$ cat src/rtl/valtrain_detector.sv
// Receive-side valid-lane training checker: compares qualified RX valid words against a fixed pattern.
// Optional first-error capture (o_first_err_word/o_first_err_idx) is enabled with VALTRAIN_FIRST_ERR_EN.
module valtrain_detector #(
  parameter int unsigned           DATA_WIDTH    = 32,
  parameter logic [DATA_WIDTH-1:0] PATTERN       = 32'hF0F0F0F0,
  parameter int unsigned           ITERATIONS    = 32,
  parameter int unsigned           ERR_THRESHOLD = 0,
  parameter int unsigned           CNT_W         = 6
) (
  input  logic                  i_clk,
  input  logic                  i_rst,
  input  logic                  i_enable_detector,
  input  logic                  i_clear,
  input  logic [DATA_WIDTH-1:0] i_RVLD_L,
  output logic                  o_busy,
  output logic                  o_done,
  output logic                  o_pass,
  output logic [CNT_W-1:0]      o_err_count
`ifdef VALTRAIN_FIRST_ERR_EN
  ,
  output logic [DATA_WIDTH-1:0] o_first_err_word,
  output logic [CNT_W-1:0]      o_first_err_idx
`endif
);

  typedef enum logic [1:0] {S_IDLE, S_COMPARE, S_DONE} state_t;

  localparam logic [CNT_W-1:0] LAST = CNT_W'(ITERATIONS);

  state_t           state, state_nxt;
  logic [CNT_W-1:0] word_cnt, cnt_nxt, err_nxt, err_sat;
  logic             busy_nxt, done_nxt, pass_nxt, mismatch;
`ifdef VALTRAIN_FIRST_ERR_EN
  logic [DATA_WIDTH-1:0] fw_nxt;
  logic [CNT_W-1:0]      fi_nxt;
`endif

  function automatic logic within_thr(input logic [CNT_W-1:0] c);
    return 32'(c) <= ERR_THRESHOLD;
  endfunction

  assign mismatch = (i_RVLD_L != PATTERN);
  // error count pins at all-ones instead of wrapping
  assign err_sat  = (mismatch && (o_err_count != '1)) ? o_err_count + 1'b1 : o_err_count;

  always_comb begin
    state_nxt = state;
    cnt_nxt   = word_cnt;
    err_nxt   = o_err_count;
    pass_nxt  = o_pass;
    busy_nxt  = o_busy;
    done_nxt  = o_done;
`ifdef VALTRAIN_FIRST_ERR_EN
    fw_nxt    = o_first_err_word;
    fi_nxt    = o_first_err_idx;
`endif
    if (i_clear) begin
      state_nxt = S_IDLE;
      cnt_nxt   = '0;
      err_nxt   = '0;
      pass_nxt  = 1'b0;
      busy_nxt  = 1'b0;
      done_nxt  = 1'b0;
`ifdef VALTRAIN_FIRST_ERR_EN
      fw_nxt    = '0;
      fi_nxt    = '0;
`endif
    end else begin
      case (state)
        S_IDLE: if (i_enable_detector) begin
          cnt_nxt  = CNT_W'(1);
          err_nxt  = CNT_W'(mismatch);
          pass_nxt = 1'b0;
`ifdef VALTRAIN_FIRST_ERR_EN
          fw_nxt   = mismatch ? i_RVLD_L : '0;
          fi_nxt   = '0;
`endif
          if (ITERATIONS == 1) begin
            state_nxt = S_DONE;
            busy_nxt  = 1'b0;
            done_nxt  = 1'b1;
            pass_nxt  = within_thr(err_nxt);
          end else begin
            state_nxt = S_COMPARE;
            busy_nxt  = 1'b1;
          end
        end
        S_COMPARE: if (i_enable_detector) begin
          cnt_nxt = word_cnt + 1'b1;
          err_nxt = err_sat;
`ifdef VALTRAIN_FIRST_ERR_EN
          // a zero count means no mismatch has been seen yet in this run
          if (mismatch && (o_err_count == '0)) begin
            fw_nxt = i_RVLD_L;
            fi_nxt = word_cnt;
          end
`endif
          if (cnt_nxt == LAST) begin
            state_nxt = S_DONE;
            busy_nxt  = 1'b0;
            done_nxt  = 1'b1;
            pass_nxt  = within_thr(err_nxt);
          end
        end
        S_DONE: if (!i_enable_detector) begin
          state_nxt = S_IDLE;
          done_nxt  = 1'b0;
        end
        default: state_nxt = S_IDLE;
      endcase
    end
  end

  always_ff @(posedge i_clk or posedge i_rst) begin
    if (i_rst) begin
      state       <= S_IDLE;
      word_cnt    <= '0;
      o_err_count <= '0;
      o_pass      <= 1'b0;
      o_busy      <= 1'b0;
      o_done      <= 1'b0;
`ifdef VALTRAIN_FIRST_ERR_EN
      o_first_err_word <= '0;
      o_first_err_idx  <= '0;
`endif
    end else begin
      state       <= state_nxt;
      word_cnt    <= cnt_nxt;
      o_err_count <= err_nxt;
      o_pass      <= pass_nxt;
      o_busy      <= busy_nxt;
      o_done      <= done_nxt;
`ifdef VALTRAIN_FIRST_ERR_EN
      o_first_err_word <= fw_nxt;
      o_first_err_idx  <= fi_nxt;
`endif
    end
  end

endmodule
$ cat config.mk
export PLATFORM = sky130hd
export DESIGN_NAME = valtrain_detector
export DESIGN_NICKNAME = d
export VERILOG_FILES = /design/src/rtl/valtrain_detector.sv
export SDC_FILE = /design/constraint.sdc
export NUM_CORES = 1
export LEC_CHECK = 0
export CAP_MARGIN = 40
export CORE_MARGIN = 2
export CORE_UTILIZATION = 30
export CTS_BUF_LIST = sky130_fd_sc_hd__clkbuf_8
export CTS_CLUSTER_SIZE = 12
export DETAILED_ROUTE_END_ITERATION = 16
export SLEW_MARGIN = 20
export SYNTH_ARGS = -nofsm -noshare
export SYNTH_HDL_FRONTEND = slang
export SYNTH_SLANG_ARGS = --single-unit
$ cat constraint.sdc
create_clock -name i_clk -period 4.8 [get_ports i_clk]
set_input_delay 0.48 -clock i_clk [delete_from_list [all_inputs] [get_ports i_clk]]
set_output_delay 0.48 -clock i_clk [all_outputs]
set_load 0.05 [all_outputs]
==> run_results.csv <==
group,metric,value,unit
clock_network,cts_root_buffer,"clkbuf_8",
synthesis,synth_edf_count,0,
min_path,holdPathStages,1,
min_path,hp-class,"flip-flop to flip-flop",
place,dp_cells,204,
timing,rsz0062_at_grt,"no",
timing,finClkSkew,0.002102,ns
route,drt_iter0_drc,42,
synthesis,syn_avg_cell_area,8.790,um^2
clock_network,tritoncts,"yes",
die,die_area,3913,um^2
status,status,"finished, final reports clean",
layout,antenna_cells,0,
synthesis,syn-num-nets,155,
synthesis,async_flop_share,100.0,%
global_route,grt_max_degree,18,
place,dp_hpwl,2.196,mm
synthesis,synth_area_leaders,"dfrtp_1 41%, o21ai_0 5.8%, a21oi_1 3.9%",
timing,period_minus_slack,2.590,ns
die,die_w,62.55,um
synthesis,synth.distinct_cells,38,
clock_network,clockBufferDepth,2,
layout,final_common_cell,"clkdlybuf4s50_1",
layout,layout_common_cells,"44 x clkdlybuf4s50_1, 17 x dfrtp_1, 12 x o21ai_0",
die,core-area,3311,um^2
route,route.detailed.drc,0,
worst_setup_path,critPathLaunchType,"input port",
power_and_ir_drop,vdd_drop_max,0.1371,mV
layout,seqCellArea,425.4,um^2
clock_network,cts-resized-gates,0,
layout,final_cells,208,
worst_setup_path,worst-setup-path-type,"input port to flip-flop",
layout,final_util,47.09,%
clock_network,clk_pin_slew,0.06,ns
power_and_ir_drop,power,0.3108,mW
clock_network,clk_latency,0.25,ns
power_and_ir_drop,power.leakage,0.5856,nW
layout,multiInputGateArea,579.3,um^2
worst_setup_path,cp.required,4.99,ns
global_route,antenna_found_initial,0,
route,wl_per_cell,13.60,um
global_route,overflow,0,
route,postRouteAntennaNets,0,
route,drt-total-wl,2.828,mm
worst_setup_path,cp.arrival,2.78,ns
timing,setup_tns,0,ns
power_and_ir_drop,powerDensity,199.4,nW/um^2
timing,drv_slew,0,
die,initial_core_util,31.07,%
clock_network,cts_buffers,3,
worst_setup_path,cp-end-kind,"flip-flop",
synthesis,yosysTopAreaCellShare,41.36,%
layout,num-fill-cells,339,
layout,drive_above_1_share,3.704,%
synthesis,yosysTopAreaCell,"dfrtp_1",
run,cap_violations,0,
worst_setup_path,reg2reg_depth,7,
synthesis,synth-seq-cells,17,
timing,fin_hold_ws,0.5380,ns
die,die_h,62.55,um
die,num_rows,21,
timing,hold_viol,0,
layout,areaGrowthSynthToFinish,51.58,%
clock_network,cts.sinks,17,
route,vias_per_cell,5.072,
clock_network,cts_setup_buffers,0,
synthesis,yosysWarnings,0,
route,drt-pass1-iter-count,4,
global_route,grt_pass1_vias,1136,
layout,nets,201,
place,routabilityCongestion,0.7168,
timing,worst_pin_slew,0.7566,ns
place,io_buffers,44,
timing,timing.final.crit_share,53.96,%
die,io_pins,45,
timing,setup_violations,0,
global_route,grt.total_usage,16.08,%
worst_setup_path,path_max_fanout,11,
global_route,grt_pass1_wl,5.119,mm
synthesis,syn-cell-area,1028,um^2
clock_network,cts_hold_buf,0,
timing,slew_headroom,49.17,%
synthesis,yosysSeqAreaShare,41.36,%
clock_network,htreeDepth,1,
synthesis,syn_inst,117,
route,vias,1055,
timing,fmax,386.1,MHz
synthesis,ys.flop_type,"dfrtp_1",
==> worst paths after layout <==
kind	end	startpoint	slack, ns
min	word_cnt[3]$_DFFE_PP0P_	word_cnt[3]$_DFFE_PP0P_	0.54
min in group asynchronous	o_err_count[4]$_DFFE_PP0P_	i_rst	0.63
max in group asynchronous	o_pass$_DFFE_PP0P_	i_rst	3.75
max reg2reg	o_pass$_DFFE_PP0P_	o_err_count[0]$_DFFE_PP0P_	2.60
min reg2reg	word_cnt[3]$_DFFE_PP0P_	word_cnt[3]$_DFFE_PP0P_	0.54
max	o_pass$_DFFE_PP0P_	i_RVLD_L[1]	2.21
==> per-layer routing <==
| layer | vias to the layer above | track usage (%) | wire (um) |
|---|---|---|---|
| met1 | 498 | 19.86 | 1356 |
| met3 | 6 | 4.685 | 95 |
| li1 | 536 | - | - |
| met4 | 0 | 4.444 | 23 |
| met5 | - | 0 | 0 |
| met2 | 15 | 27.28 | 1352 |
==> sequential cells by signal, indices dropped and copies added, names as in the netlist <==
name	flops
word_cnt	6
o_done	1
state	2
o_err_count	6
o_pass	1
o_busy	1
==> power breakdown <==
| group | switching [mW] | total [mW] | internal, mW |
|---|---|---|---|
| logic | 0.0224 | 0.0557 | 0.0332 |
| registers | 0.00365 | 0.150 | 0.146 |
| clock network | 0.0485 | 0.105 | 0.0568 |
==> critical path: stages <==
cell             delay, ns
clkdlybuf4s50_1       0.40
or4_4                 0.53
nor4_2                0.32
a21oi_1               0.29
or3_1                 0.38
a211oi_1              0.23
a31o_1                0.16
==> cells in the mapped netlist, types with 2 or more instances <==
library cell,count
a21oi_1,8
and3_1,2
clkbuf_1,2
dfrtp_1,17
ha_1,2
inv_1,3
nand2_1,10
nand3_1,6
nand4_1,4
nand4b_1,2
nor2_1,8
nor2b_1,2
nor3_1,4
nor3b_1,3
nor4_2,2
o21ai_0,12
o21ai_1,5
or3_1,3
or4b_1,2
xor2_1,2
==> final cells by class <==
type                       count  area share (%)
sequential                    17           27.29
clock inverter                 1          0.2408
inverter                       3          0.7223
multi-input combinational     94           37.16
clock buffer                   3           2.648
tap                           46           3.692
timing repair buffer          44           28.25
==> through the flow <==
stage	cell area, um^2	worst slack [ns]
finish	1559	2.210
floorplan	1028	2.681
global placement	1514	1.978
detailed placement	1514	1.918
CTS	1559	2.195
global route	1559	2.029
==> cells by family (layout without fill, tap and decap cells) <==
logic type      Yosys count  after routing  share of synthesized area [%]
fa+ha+maj                 2              2                          2.433
flops                    17             17                          41.36
simple gates             54             54                          31.02
compound gates           36             36                          21.17
buf+inv                   6             51                          2.311
xor+xnor                  2              2                          1.703
Power figures use the tool's default switching activity.
